### src/rtl/butterfly_unit.sv
// Radix-2 DIT butterfly: A_f = A + W*B, B_f = A - W*B with rounding, saturation and a one-cycle registered output.
// Optional macro BFU_SCALE_EN applies a rounded halving to every result component before saturation.
module butterfly_unit #(
   parameter int DW = 16
) (
   input  logic            clk,
   input  logic            rst_n,
   input  logic            in_valid,
   input  logic [2*DW-1:0] A_t,
   input  logic [2*DW-1:0] B_t,
   input  logic [2*DW-1:0] W,
   output logic [2*DW-1:0] A_f,
   output logic [2*DW-1:0] B_f,
   output logic            out_valid,
   output logic            ovf
);

   localparam logic signed [2*DW:0]  RND     = (2*DW+1)'(1) <<< (DW-2);
   localparam logic signed [DW+1:0]  SAT_MAX = {3'b000, {(DW-1){1'b1}}};
   localparam logic signed [DW+1:0]  SAT_MIN = {3'b111, {(DW-1){1'b0}}};

   logic signed [DW-1:0]   ar, ai, br, bi, wr, wi;
   logic signed [2*DW-1:0] p_rr, p_ii, p_ri, p_ir;
   logic signed [2*DW:0]   pr_full, pi_full, pr_rnd, pi_rnd;
   logic signed [DW+1:0]   pr, pi, sr, si, dr, di;
   logic [DW:0]            sat_sr, sat_si, sat_dr, sat_di;

   logic [2*DW-1:0] a_f_q, a_f_d, b_f_q, b_f_d;
   logic            out_valid_q, out_valid_d, ovf_q, ovf_d;

   // Clamp to the DW-bit signed range; MSB of the return value flags a clamp.
   function automatic logic [DW:0] sat(input logic signed [DW+1:0] x);
      if (x > SAT_MAX) begin
         return {1'b1, 1'b0, {(DW-1){1'b1}}};
      end else if (x < SAT_MIN) begin
         return {1'b1, 1'b1, {(DW-1){1'b0}}};
      end else begin
         return {1'b0, x[DW-1:0]};
      end
   endfunction

   always_comb begin
      ar = A_t[2*DW-1:DW];
      ai = A_t[DW-1:0];
      br = B_t[2*DW-1:DW];
      bi = B_t[DW-1:0];
      wr = W[2*DW-1:DW];
      wi = W[DW-1:0];

      p_rr = wr * br;
      p_ii = wi * bi;
      p_ri = wr * bi;
      p_ir = wi * br;

      // One guard bit so (-1)(-1)+(-1)(-1) cannot wrap.
      pr_full = (2*DW+1)'(p_rr) - (2*DW+1)'(p_ii);
      pi_full = (2*DW+1)'(p_ri) + (2*DW+1)'(p_ir);

      pr_rnd = pr_full + RND;
      pi_rnd = pi_full + RND;
      pr     = pr_rnd[2*DW:DW-1];
      pi     = pi_rnd[2*DW:DW-1];

      sr = (DW+2)'(ar) + pr;
      si = (DW+2)'(ai) + pi;
      dr = (DW+2)'(ar) - pr;
      di = (DW+2)'(ai) - pi;

`ifdef BFU_SCALE_EN
      sr = (sr + (DW+2)'(1)) >>> 1;
      si = (si + (DW+2)'(1)) >>> 1;
      dr = (dr + (DW+2)'(1)) >>> 1;
      di = (di + (DW+2)'(1)) >>> 1;
`else
`endif

      sat_sr = sat(sr);
      sat_si = sat(si);
      sat_dr = sat(dr);
      sat_di = sat(di);
   end

   always_comb begin
      a_f_d       = a_f_q;
      b_f_d       = b_f_q;
      ovf_d       = ovf_q;
      out_valid_d = in_valid;
      if (in_valid) begin
         a_f_d = {sat_sr[DW-1:0], sat_si[DW-1:0]};
         b_f_d = {sat_dr[DW-1:0], sat_di[DW-1:0]};
         ovf_d = sat_sr[DW] | sat_si[DW] | sat_dr[DW] | sat_di[DW];
      end
   end

   always_ff @(posedge clk) begin
      if (!rst_n) begin
         a_f_q       <= '0;
         b_f_q       <= '0;
         out_valid_q <= 1'b0;
         ovf_q       <= 1'b0;
      end else begin
         a_f_q       <= a_f_d;
         b_f_q       <= b_f_d;
         out_valid_q <= out_valid_d;
         ovf_q       <= ovf_d;
      end
   end

   assign A_f       = a_f_q;
   assign B_f       = b_f_q;
   assign out_valid = out_valid_q;
   assign ovf       = ovf_q;

endmodule

### config.mk
export PLATFORM = sky130hd
export DESIGN_NAME = butterfly_unit
export DESIGN_NICKNAME = d
export VERILOG_FILES = /design/src/rtl/butterfly_unit.sv
export SDC_FILE = /design/constraint.sdc
export NUM_CORES = 2
export LEC_CHECK = 0
export ABC_AREA = 1
export ABC_CLOCK_PERIOD_IN_PS = 20200
export CAP_MARGIN = 20
export CORE_MARGIN = 2
export CORE_UTILIZATION = 29
export CTS_BUF_LIST = sky130_fd_sc_hd__clkbuf_8
export DETAILED_ROUTE_END_ITERATION = 10
export SLEW_MARGIN = 0
export SYNTH_ARGS = -nofsm -noshare
export SYNTH_HDL_FRONTEND = slang
export SYNTH_SLANG_ARGS = --single-unit
### constraint.sdc
create_clock -name clk -period 20.2 [get_ports clk]
set_input_delay 4.04 -clock clk [delete_from_list [all_inputs] [get_ports clk]]
set_output_delay 4.04 -clock clk [all_outputs]
set_load 0.03 [all_outputs]
==> metrics.md <==
| Metric | Value |
|---|---|
| Status | `finished clean` |
| Post-route ant nets | `0` |
| Sequential share of the synthesized area | `2.78%` |
| CTS tree | `yes` |
| Clk root buf | `clkbuf_8` |
| Path depth of the worst reg2reg path | `2` |
| Row count | `148` |
| Starting Density | `29.2%` |
| Hold slack | `between 0.4 and 0.5 ns` |
| Max FO, Critical Path | `31` |
| Htree depth | `3` |
| Seq cells post-synth | `66` |
| YS warnings | `0` |
| Post-CTS repair timing setup buffer count | `0` |
| RR Endpoint | `A_f[24]$_SDFFE_PN0P_` |
| Multi-input gate area | `37,800 um2` |
| Leading post-synthesis cells by cell area | `fa_1, inv_1, nand2_1` |
| Placed Cells incl. Taps | `8,158` |
| Yosys top cell area share | `between 40 and 50%` |
| WP data required | `about 20 ns` |
| Clk slew on worst S/H paths | `0.07 ns` |
| Hold EP | `B_f[1]$_SDFFE_PN0P_` |
| Drt via density | `4.51` |
| Synth Net Count | `7,625` |
| Reg-to-reg slack, setup | `19.48 ns` |
| Syn Area/Cell | `roughly 8.0 um2` |
| Worst Clk Skew | `0 ns` |
| Worst-Skew Late Latency | `0.35 ns` |
| Drt drc | `0` |
| Die H | `409 um` |
| Fraction of layout cells with a size suffix above 1 | `2.93%` |
| Fin. Hold Viols | `0` |
| Slew headroom | `39.3%` |
| Cell variety after synth | `58` |
| Most common cell after layout, fill and taps aside | `inv_1` |
| Setup TNS | `0 ns` |
| Tightest Pin Transition | `~0.91 ns` |
| Register area | `around 1300 um2` |
| Die X-Extent | `409 um` |
| Number of max-cap violations | `0` |
| # setup viols final | `0` |
| # hold bufs at CTS | `0` |
| HP Start | `B_f[1]$_SDFFE_PN0P_` |
| Worst Hold Class | `flip-flop to flip-flop` |
| DP Wirelength | `~110,000 um` |
| Worst stage delay on the critical path | `approximately 0.72 ns` |
| Worst r2r src | `A_f[24]$_SDFFE_PN0P_` |
| Commonest non-fill, non-tap cells in the layout | `inv_1, nand2_1, fa_1` |
| Slowest CP cell | `inv_1` |
| Total Routing Usage GR | `16.9%` |
| Mapped Area | `between 40,000 and 50,000 um2` |
| Fmax | `~69 MHz` |
| Vias | `36,800` |
| Largest net degree at the start of global routing | `67` |
| Clock sink count | `66` |
| Vias in the first global route | `40,500` |
| Final Max Slew Viols | `0` |
| Number of synthesized flops with an enable pin | `0` |
| Final #Nets | `roughly 7,600` |
| Routed wire length | `136,000 um` |
| Layout Cells excl Fill | `8,176` |
| Syn-to-layout area delta | `8.78%` |
| Fillers | `17,400` |
| WP data arrival | `14.79 ns` |
| Initial antenna violation count | `4` |
| Port Buf Inserts | `164` |
| CTS resizes | `0` |
| Global route total overflow | `0` |
| RSZ-0062 raised after global routing | `no` |
| Async set or reset register ratio after synthesis | `0%` |
| Critical Path End Type | `flip-flop` |
| Worst-case clock buffer depth | `2` |
| WL/cell | `roughly 17 um` |
| Post-synth top area cell | `fa_1` |
| Crit start category | `primary input` |
| Setup CP Type | `primary input to flip-flop` |
| GP Congestion | `between 0.9 and 1` |
| Worst hold stages | `2` |
| Drt first pass iters | `6` |
| Total core area | `163,000 um2` |
| Final Critical Period | `roughly 15 ns` |
| # IOs | `165` |
| CTS Buf Count | `9` |
| Mapped Cells | `around 6,000` |
| Tcrit/Tclk final | `between 70 and 80%` |
| DR iter-0 viols | `2,525` |
| Design Area, Final | `about 52,000 um2` |
| Area post-placement | `51,600 um2` |
| Die area | `roughly 170,000 um2` |
| Post-synth top flop | `dfxtp_1` |
| First-pass GRT wire length | `224,000 um` |
==> cell type report <==
cell class              count  share of cell area [%]
repair buffers            235                    4.19
inverters                2014                    14.6
well taps                2175                    5.26
diodes                      3                  0.0145
clock inverters             6                   0.162
multi-input cells        3668                    73.0
clock buffers               9                   0.239
flip-flops and latches     66                    2.55
==> worst max-delay path by stage <==
stage | to | slack, ns | startpoint | cells after the start
2_1_floorplan | B_f[29]$_SDFFE_PN0P_ | 7.66 | B_t[0] | 46
3_3_place_gp | B_f[18]$_SDFFE_PN0P_ | 5.34 | B_t[0] | 45
3_5_place_dp | B_f[19]$_SDFFE_PN0P_ | 5.31 | B_t[0] | 45
4_1_cts | B_f[19]$_SDFFE_PN0P_ | 5.68 | B_t[0] | 45
5_1_grt | A_f[17]$_SDFFE_PN0P_ | 5.01 | B_t[0] | 40
6_report | B_f[29]$_SDFFE_PN0P_ | 5.66 | B_t[0] | 40
==> worst max-delay path, delay by kind of cell <==
| kind | cells | cell delay [ns] |
|---|---|---|
| adders and majority gates | 10 | 4.53 |
| and+or+nand+nor | 9 | 1.80 |
| AOI/OAI and AO/OA | 9 | 1.51 |
| xor gates and xnor gates | 2 | 0.60 |
| buffers and inverters | 10 | 2.24 |
==> stage by stage <==
| stage | setup WS, ns | util, % |
|---|---|---|
| after floorplan | 7.66 | - |
| after CTS | 5.68 | 31.8 |
| final | 5.66 | 31.8 |
| after global placement | 5.34 | 31.6 |
| after global routing | 5.01 | 31.8 |
| after detailed placement | 5.31 | 31.6 |
==> synthesized netlist by cell type (all sizes together), types with 3 or more instances <==
cell,n
inv,2013
o21ai,123
nor2,121
nand3b,8
buf,21
nand2,1343
nor4,6
nor3,21
o31ai,11
a31oi,8
dfxtp,66
a21oi,176
o21a,3
o211ai,5
fa,1177
a21o,14
clkbuf,207
a21boi,6
nand4,17
xnor2,14
nand3,121
o21bai,13
or2,31
ha,373
xor2,57
a221oi,3
==> metal layers <==
metal / part of all wire, % / routed length (um) / up-vias / global-route usage, %
li1: - / - / 16700 / -
met1: 44 / 60200 / 18800 / 23.8
met2: 47 / 63500 / 1156 / 27.9
met3: 6.9 / 9430 / 140 / 2.02
met4: 2.3 / 3120 / 0 / 3.38
met5: 0 / 0 / - / 0
==> logic make-up after synthesis <==
group / share of synthesized area (%)
DFF: 2.78
xor gates and xnor gates: 1.31
buffers and inverters: 17.8
AOI/OAI and AO/OA: 4.59
adders and majority gates: 59.3
and+or+nand+nor: 14.2
==> state kept, by name (all words and copies together), names as in the netlist <==
| signal | count |
|---|---|
| B_f | 32 |
| A_f | 32 |
| ovf | 1 |
| out_valid | 1 |
Power is not shown: default switching activity piles up to over one toggle a cycle in this logic, so the estimate is an artifact.
